**config.mk**
```make
export PLATFORM = sky130hd
export DESIGN_NAME = cheshire_rtc_gen
export DESIGN_NICKNAME = d
export VERILOG_FILES = /design/src/rtl/cheshire_rtc_gen_pkg.sv /design/src/rtl/cheshire_rtc_gen.sv
export SDC_FILE = /design/constraint.sdc
export NUM_CORES = 1
export LEC_CHECK = 0
export ABC_AREA = 1
export CAP_MARGIN = 20
export CORE_ASPECT_RATIO = 1.4
export CORE_MARGIN = 3
export CORE_UTILIZATION = 45
export DETAILED_ROUTE_END_ITERATION = 10
export HOLD_SLACK_MARGIN = 0.12
export PLACE_DENSITY = 0.66
export SYNTH_ARGS = -nofsm -noshare
export SYNTH_HDL_FRONTEND = slang
export SYNTH_SLANG_ARGS = --single-unit
```
**constraint.sdc**
```tcl
create_clock -name clk_i -period 3.13 [get_ports clk_i]
set_clock_uncertainty 0.2 [all_clocks]
set_input_delay 0.626 -clock clk_i [delete_from_list [all_inputs] [get_ports clk_i]]
set_output_delay 0.626 -clock clk_i [all_outputs]
set_load 0.02 [all_outputs]
```
**src/rtl/cheshire_rtc_gen_pkg.sv**
```systemverilog
// rtl/cheshire_rtc_gen_pkg.sv - shared constants for the RTC generator
package cheshire_rtc_gen_pkg;

   localparam int unsigned RtcDivIntDefault  = 25;
   localparam int unsigned RtcDivFracDefault = 0;

   localparam logic [0:0] ST_IDLE = 1'b0;
   localparam logic [0:0] ST_RUN  = 1'b1;

endpackage

```
**src/rtl/cheshire_rtc_gen.sv**
```systemverilog
// rtl/cheshire_rtc_gen.sv - integer+fractional RTC divider with divisor update handshake
// Half-periods are eff cycles, stretched by one whenever the phase accumulator carries.
module cheshire_rtc_gen
   import cheshire_rtc_gen_pkg::*;
#(
   parameter int unsigned CntWidth       = 16,
   parameter int unsigned FracWidth      = 8,
   parameter int unsigned DefaultDivInt  = RtcDivIntDefault,
   parameter int unsigned DefaultDivFrac = RtcDivFracDefault
) (
   input  logic                 clk_i,
   input  logic                 rst_ni,
   input  logic                 en_i,
   input  logic [CntWidth-1:0]  div_int_i,
   input  logic [FracWidth-1:0] div_frac_i,
   input  logic                 div_valid_i,
   output logic                 div_ready_o,
   output logic                 rtc_o,
   output logic                 tick_o
);

   logic [CntWidth-1:0]  r_cnt;
   logic [CntWidth-1:0]  r_int;
   logic [CntWidth-1:0]  r_int_sh;
   logic [FracWidth-1:0] r_acc;
   logic [FracWidth-1:0] r_frac;
   logic [FracWidth-1:0] r_frac_sh;
   logic                 r_ext;
   logic                 r_pend;
   logic                 r_rtc;
   logic                 r_tick;
   logic [0:0]           r_state;

   logic [CntWidth-1:0]  w_eff;
   logic [CntWidth:0]    w_lim_m1;
   logic [FracWidth:0]   w_sum;
   logic                 w_toggle;
   logic                 w_accept;

   // One extra bit so eff + ext cannot wrap at the maximum divisor.
   assign w_eff    = (r_int == '0) ? CntWidth'(1) : r_int;
   assign w_lim_m1 = {1'b0, w_eff} + {{CntWidth{1'b0}}, r_ext} - (CntWidth+1)'(1);
   assign w_toggle = (r_state == ST_RUN) && ({1'b0, r_cnt} == w_lim_m1);
   assign w_sum    = {1'b0, r_acc} + {1'b0, r_frac};
   assign w_accept = div_valid_i && !r_pend;

   always_ff @(posedge clk_i or negedge rst_ni) begin
      if (!rst_ni) begin
         r_cnt     <= '0;
         r_acc     <= '0;
         r_ext     <= 1'b0;
         r_int     <= CntWidth'(DefaultDivInt);
         r_frac    <= FracWidth'(DefaultDivFrac);
         r_int_sh  <= CntWidth'(DefaultDivInt);
         r_frac_sh <= FracWidth'(DefaultDivFrac);
         r_pend    <= 1'b0;
         r_state   <= ST_IDLE;
         r_rtc     <= 1'b0;
         r_tick    <= 1'b0;
      end else begin
         if (r_state == ST_IDLE) begin
            r_rtc  <= 1'b0;
            r_tick <= 1'b0;
            r_cnt  <= '0;
            r_acc  <= '0;
            r_ext  <= 1'b0;
            if (r_pend) begin
               r_int  <= r_int_sh;
               r_frac <= r_frac_sh;
               r_pend <= 1'b0;
            end
            if (en_i) r_state <= ST_RUN;
         end else if (!en_i) begin
            r_state <= ST_IDLE;
            r_rtc   <= 1'b0;
            r_tick  <= 1'b0;
            r_cnt   <= '0;
            r_acc   <= '0;
            r_ext   <= 1'b0;
         end else if (w_toggle) begin
            r_rtc  <= ~r_rtc;
            r_tick <= ~r_rtc;
            r_cnt  <= '0;
            // A pending divisor starts a fresh phase, so the old fraction is dropped.
            if (r_pend) begin
               r_int  <= r_int_sh;
               r_frac <= r_frac_sh;
               r_acc  <= '0;
               r_ext  <= 1'b0;
               r_pend <= 1'b0;
            end else begin
               r_acc <= w_sum[FracWidth-1:0];
               r_ext <= w_sum[FracWidth];
            end
         end else begin
            r_cnt  <= r_cnt + CntWidth'(1);
            r_tick <= 1'b0;
         end

         if (w_accept) begin
            r_int_sh  <= div_int_i;
            r_frac_sh <= div_frac_i;
            r_pend    <= 1'b1;
         end
      end
   end

   assign div_ready_o = !r_pend;
   assign rtc_o       = r_rtc;
   assign tick_o      = r_tick;

endmodule

```
== Word-level counts from Yosys, hierarchy flattened ==
Cells that the tools add are included.

* Input bits: 28
* Logic and storage cells: 59
* Output and inout port bits: 3
* Flip-flop bits (word level): 77

* Reductions and logical operators: 6
* Bitwise gates (word level): 1
* $add $sub $neg: 4
* Equality and inequality tests: 6
* Multiplexer cells: 31

{| class="wikitable"
|+ Operators by type and width
! kind !! number
|-
| 2-to-1 mux 16 bit || 8
|-
| 2-to-1 mux 8 bit || 8
|-
| adder 16 x 1 -> 17 bit || 1
|-
| equality test 16 x 17 -> 1 bit || 1
|-
| subtractor 17 x 1 -> 17 bit (second input constant) || 1
|-
| adder 16 x 1 -> 16 bit (second input constant) || 1
|-
| logical NOT 16 bit || 1
|-
| 2-to-1 mux 1 bit || 15
|-
| adder 8 x 8 -> 9 bit || 1
|-
| != test 3 x 2 -> 1 bit (second input constant) || 2
|-
| AND reduction 2 bit || 2
|-
| != test 3 x 1 -> 1 bit (second input constant) || 1
|-
| logical AND 1 bit || 2
|-
| != test 2 x 1 -> 1 bit (second input constant) || 1
|-
| != test 2 bit (second input constant) || 1
|-
| logical NOT 1 bit || 1
|-
| inverter 1 bit || 1
|}

== Depth between registers and ports, before layout ==
* Depth after elaboration: 10
* Gate-level depth with buffers: 21
* Depth with buffers taken out: 20

== Least setup slack after synthesis ==
OpenSTA, ideal clock, no wires.

* Path kind: register to register
* From: register r_int[4]
* To: register r_ext
* Stages on the path, launching flop included: 19
* Arrival time: 2.696 ns
* Slack: 0.115 ns
* Path buffers: 1
* Library setup time: 0.118 ns
* Required time: 2.812 ns
* Period minus slack after synthesis: 3.015 ns
* Path through: dfstp_2 nor2_1 nand2_1 inv_1 a41oi_1 ha_1 ha_1 nand2_4 nor2_4 nand2_2 nor2_4 nand2_1 a21boi_1 nand3b_1 nor2_1 nand3_2 buf_2 nand3_1 nand2_1

* Word-level cells in the longest chain between the ends: 7

{| class="wikitable"
|+ Ends and longest elaborated chain
! item !! RTL line !! RTL
|-
| start: declaration || cheshire_rtc_gen.sv:23 || <nowiki>logic [CntWidth-1:0] r_int;</nowiki>
|-
| start signal: assignment || cheshire_rtc_gen.sv:52 || <nowiki>r_int <= CntWidth'(DefaultDivInt);</nowiki>
|-
| start signal: assignment || cheshire_rtc_gen.sv:68 || <nowiki>r_int <= r_int_sh;</nowiki>
|-
| start signal: assignment || cheshire_rtc_gen.sv:86 || <nowiki>r_int <= r_int_sh;</nowiki>
|-
| logical NOT 16 bit || cheshire_rtc_gen.sv:41 || <nowiki>assign w_eff = (r_int == '0) ? CntWidth'(1) : r_int;</nowiki>
|-
| 2-to-1 mux 16 bit (*) || cheshire_rtc_gen.sv:41 ||
|-
| adder 16 x 1 -> 17 bit (*) || cheshire_rtc_gen.sv:42 || <nowiki>assign w_lim_m1 = {1'b0, w_eff} + {{CntWidth{1'b0}}, r_ext} - (CntWidth+1)'(1);</nowiki>
|-
| subtractor 17 x 1 -> 17 bit (*) || cheshire_rtc_gen.sv:42 ||
|-
| equality test 16 x 17 -> 1 bit (*) || cheshire_rtc_gen.sv:43 || <nowiki>assign w_toggle = (r_state == ST_RUN) && ({1'b0, r_cnt} == w_lim_m1);</nowiki>
|-
| logical AND 1 bit (*) || cheshire_rtc_gen.sv:43 ||
|-
| != test 3 x 2 -> 1 bit (no source line) (*) || -- ||
|-
| end signal: assignment || cheshire_rtc_gen.sv:93 || <nowiki>r_ext <= w_sum[FracWidth];</nowiki>
|-
| end: declaration || cheshire_rtc_gen.sv:28 || <nowiki>logic r_ext;</nowiki>
|}

Mark *: on every way between the ends. The rest lies on a longest branch, timed or not.
A chain may end at the register's enable or synchronous reset.

== Worst setup path after layout ==
* From: register r_int[4]
* To: register r_int[7]

* Word-level cells in the longest chain between the ends: 8

{| class="wikitable"
|+ Ends and longest elaborated chain
! item !! RTL line
|-
| logical NOT 16 bit || cheshire_rtc_gen.sv:41
|-
| 2-to-1 mux 16 bit (*) || cheshire_rtc_gen.sv:41
|-
| adder 16 x 1 -> 17 bit (*) || cheshire_rtc_gen.sv:42
|-
| subtractor 17 x 1 -> 17 bit (*) || cheshire_rtc_gen.sv:42
|-
| equality test 16 x 17 -> 1 bit (*) || cheshire_rtc_gen.sv:43
|-
| logical AND 1 bit (*) || cheshire_rtc_gen.sv:43
|-
| != test 2 x 1 -> 1 bit (no source line) (*) || --
|-
| AND reduction 2 bit (no source line) (*) || --
|}

Marks and branches as above.

==> impl_metrics.toml <==
[outcome]
outcome = "finished, final reports clean"

[global_routing]
grt_max_degree = 78
grtUsageTotal = 0.203
gr-total-overflow = 0
antenna_found_initial = 0
grt_pass1_vias = 3739
grt_pass1_wl_um = 17300

[cts]
cts_tree = "done"
clk-insertion-delay-late_ns = 0.34
cts.htree.levels = 3
clk_pin_slew_worst_paths_ns = 0.06
clock_path_buffers = 2
cts_root_buf = "clkbuf_16"
numCtsBuffers = 9
hold_buffers = 0
cts.sinks = 77

[place]
portBuffers = 30
dp_hpwl_um = 7260
finalWeightedCongestion = 0.855

[sta]
rsz0062_at_grt = "yes"
fmax_mhz = 330
max_slew_margin = 0.361
finalHoldViolations = 0
final-max-slew-violation-count = 0
setup_tns_ns = 0
hold_ws_ns = 0.242
min_period_over_period = 0.968
post-route-min-period_ns = 3.03
worst_pin_slew_ns = 0.958
setup_viol = 0

[final_layout]
seqCellArea_mm2 = 0.00193
fillers = 847
n_antenna_cell = 0
area_growth_pct = 25.8
final_layout_size_suffix_gt1_frac = 0.209
finalNetCount = 632
multi_input_area_mm2 = 0.00236

[power_and_ir_drop]
intPower_uw = 2510
power_frac_comb = 0.350
pwr-share-clk = 0.294
p_seq_frac = 0.355
power_density_mw_per_mm2 = 697
vdd_drop_max_v = 0.000421
swShare = 0.347
power.leakage_uw = 0.00258
p_sw_uw = 1330

[worst_setup_path]
critPathKind = "reg2reg"
critPathCaptureType = "flip-flop"
start_kind = "flip-flop"
path_max_fanout = 7
required_ns = 3.16
cp.arrival_ns = 3.06
startpoint = "r_int[4]"
timing.rr.start = "r_int[4]"

[die]
die_w_um = 89.3
rows = 41
die_h_um = 123
io_pins = 31
die_area_mm2 = 0.0110
coreArea_mm2 = 0.00923
start_util = 0.474

[synth]
synth_fp_nets = 574
synth_edf_count = 0
synth_area_leaders = "dfrtp_1, nand2_1, mux2_2"
ys_top_cells_by_count = "nand2_1, dfrtp_1, nor2_1, inv_1, nand3_1"
yosysMostFrequentCell = "nand2_1"
synth_seq_cells = 77
async_reset_ff_frac = 1.00
yosysTopAreaCell = "dfrtp_1"
synth_warnings = 0
synth_cell_types = 33
synth_area_mm2 = 0.00437
synth.avg_cell_area_um2 = 8.19
synth_top_area_frac = 0.406
syn_inst = 534
ys.flop_type = "dfrtp_1"
seq_area_frac_synth = 0.442

[flow_run]
cap_violations = 0

[detailed_routing]
initialDrtViolationCount = 215
ant_nets = 0
vias = 3787
wirelength_um = 10400
drt_pass1_iterations = 5
drcViolationCount = 0
wl_per_cell_um = 14.8
viasPerCell = 5.38

[worst_hold_path]
hp-class = "in2async"
[routing by layer]
layer,share of wire,vias up,routed length (µm),global-route usage
met5,0,-,0,0
li1,-,1881,-,-
met3,0.032,19,333,0.0349
met1,0.44,1803,4530,0.269
met4,0.020,0,203,0.0754
met2,0.51,84,5320,0.330
[per-stage QoR]
step | worst slack [ns] | util | total power (µW) | std cells | instance area, µm²
2_1_floorplan | 0.115 | - | 2170 | 534 | 4370
4_1_cts | 0.00619 | 0.568 | 3720 | 698 | 5240
3_5_place_dp | -0.0354 | 0.532 | 2580 | 681 | 4910
3_3_place_gp | 0.0366 | 0.532 | 2540 | 681 | 4910
5_1_grt | -0.0935 | 0.596 | 4080 | 704 | 5500
6_report | 0.101 | 0.596 | 3840 | 704 | 5500
[repair_timing]
item | CTS | global route
buffers inserted | 0 | 2
cloned | 1 | 4
gates resized for setup | 1 | 47
pin swaps | 0 | 16
hold endpoints to repair | 0 | 0
setup endpoints to repair | 49 | 52
[power by group through the flow]
stage                     sequential (µW)  clock (µW)  combinational (µW)
final                                1360        1130                1340
after CTS                            1350        1140                1230
after global placement               1360           0                1180
after global routing                 1390        1180                1510
after detailed placement             1370           0                1210
after floorplan                      1360           0                 811
[cells by family (layout without fill, tap and decap cells)]
| kind of cell | Yosys count | after routing | synth area share |
|---|---|---|---|
| AO/OA/AOI/OAI | 21 | 21 | 0.0292 |
| XOR/XNOR | 18 | 18 | 0.0361 |
| AND/OR/NAND/NOR | 320 | 323 | 0.332 |
| flip-flops | 77 | 77 | 0.442 |
| multiplexers | 24 | 24 | 0.0618 |
| buffers and inverters | 62 | 122 | 0.0624 |
| adder cells (fa/ha/maj) | 12 | 12 | 0.0361 |
[cell type report]
type,count,share of cell area
Clock inverter,5,0.0152
Tap cell,107,0.0243
Sequential cell,77,0.352
Timing Repair Buffer,60,0.106
Inverter,46,0.0314
Clock buffer,11,0.0423
Multi-Input combinational cell,398,0.430
[layout by cell type (no fill, tap or decap), types with 7 or more instances in the layout]
cell type,Yosys,layout
buf_4,4,25
clkbuf_16,0,11
clkdlybuf4s50_1,0,29
dfrtp_1,71,71
ha_1,11,9
inv_1,46,45
mux2_2,24,24
nand2_1,160,139
nand2_2,4,20
nand3_1,41,40
nand4_1,37,37
nor2_1,57,52
nor2_4,4,7
o21ai_0,8,8
xnor2_1,11,11
xor2_1,7,7
[worst paths after layout]
path,endpoint,slack (ns),cells past startpoint
max,r_int[7],0.10,17
min reg2reg,r_int[0],0.28,2
min,r_cnt[15],0.24,1
max reg2reg,r_int[7],0.10,17
max in group asynchronous,r_frac[4],1.87,1
min in group clk_i,r_int[0],0.28,2
[critical path: stages (launching register included)]
cell and delay, ns:
dfstp_2 0.56, nor2_4 0.04, nand2_2 0.08, inv_2 0.04
a41oi_2 0.12, ha_2 0.23, ha_4 0.19, nand2_4 0.08
nor2_4 0.15, nand2_4 0.09, o21bai_4 0.14, nand3_1 0.09
nor2_1 0.12, nand4_1 0.19, nand2_4 0.22, nand3_4 0.19
nand2_2 0.14, nand2_1 0.05
[sequential cells by signal, summed over array words and instances, names as in the netlist]
register and flops:
r_cnt 16, r_frac 8, r_ext 1, r_frac_sh 8
r_acc 8, rtc_o 1, r_int 16, tick_o 1
r_int_sh 16, r_state 1, r_pend 1
Note: power is estimated with default switching activity, not from simulation.
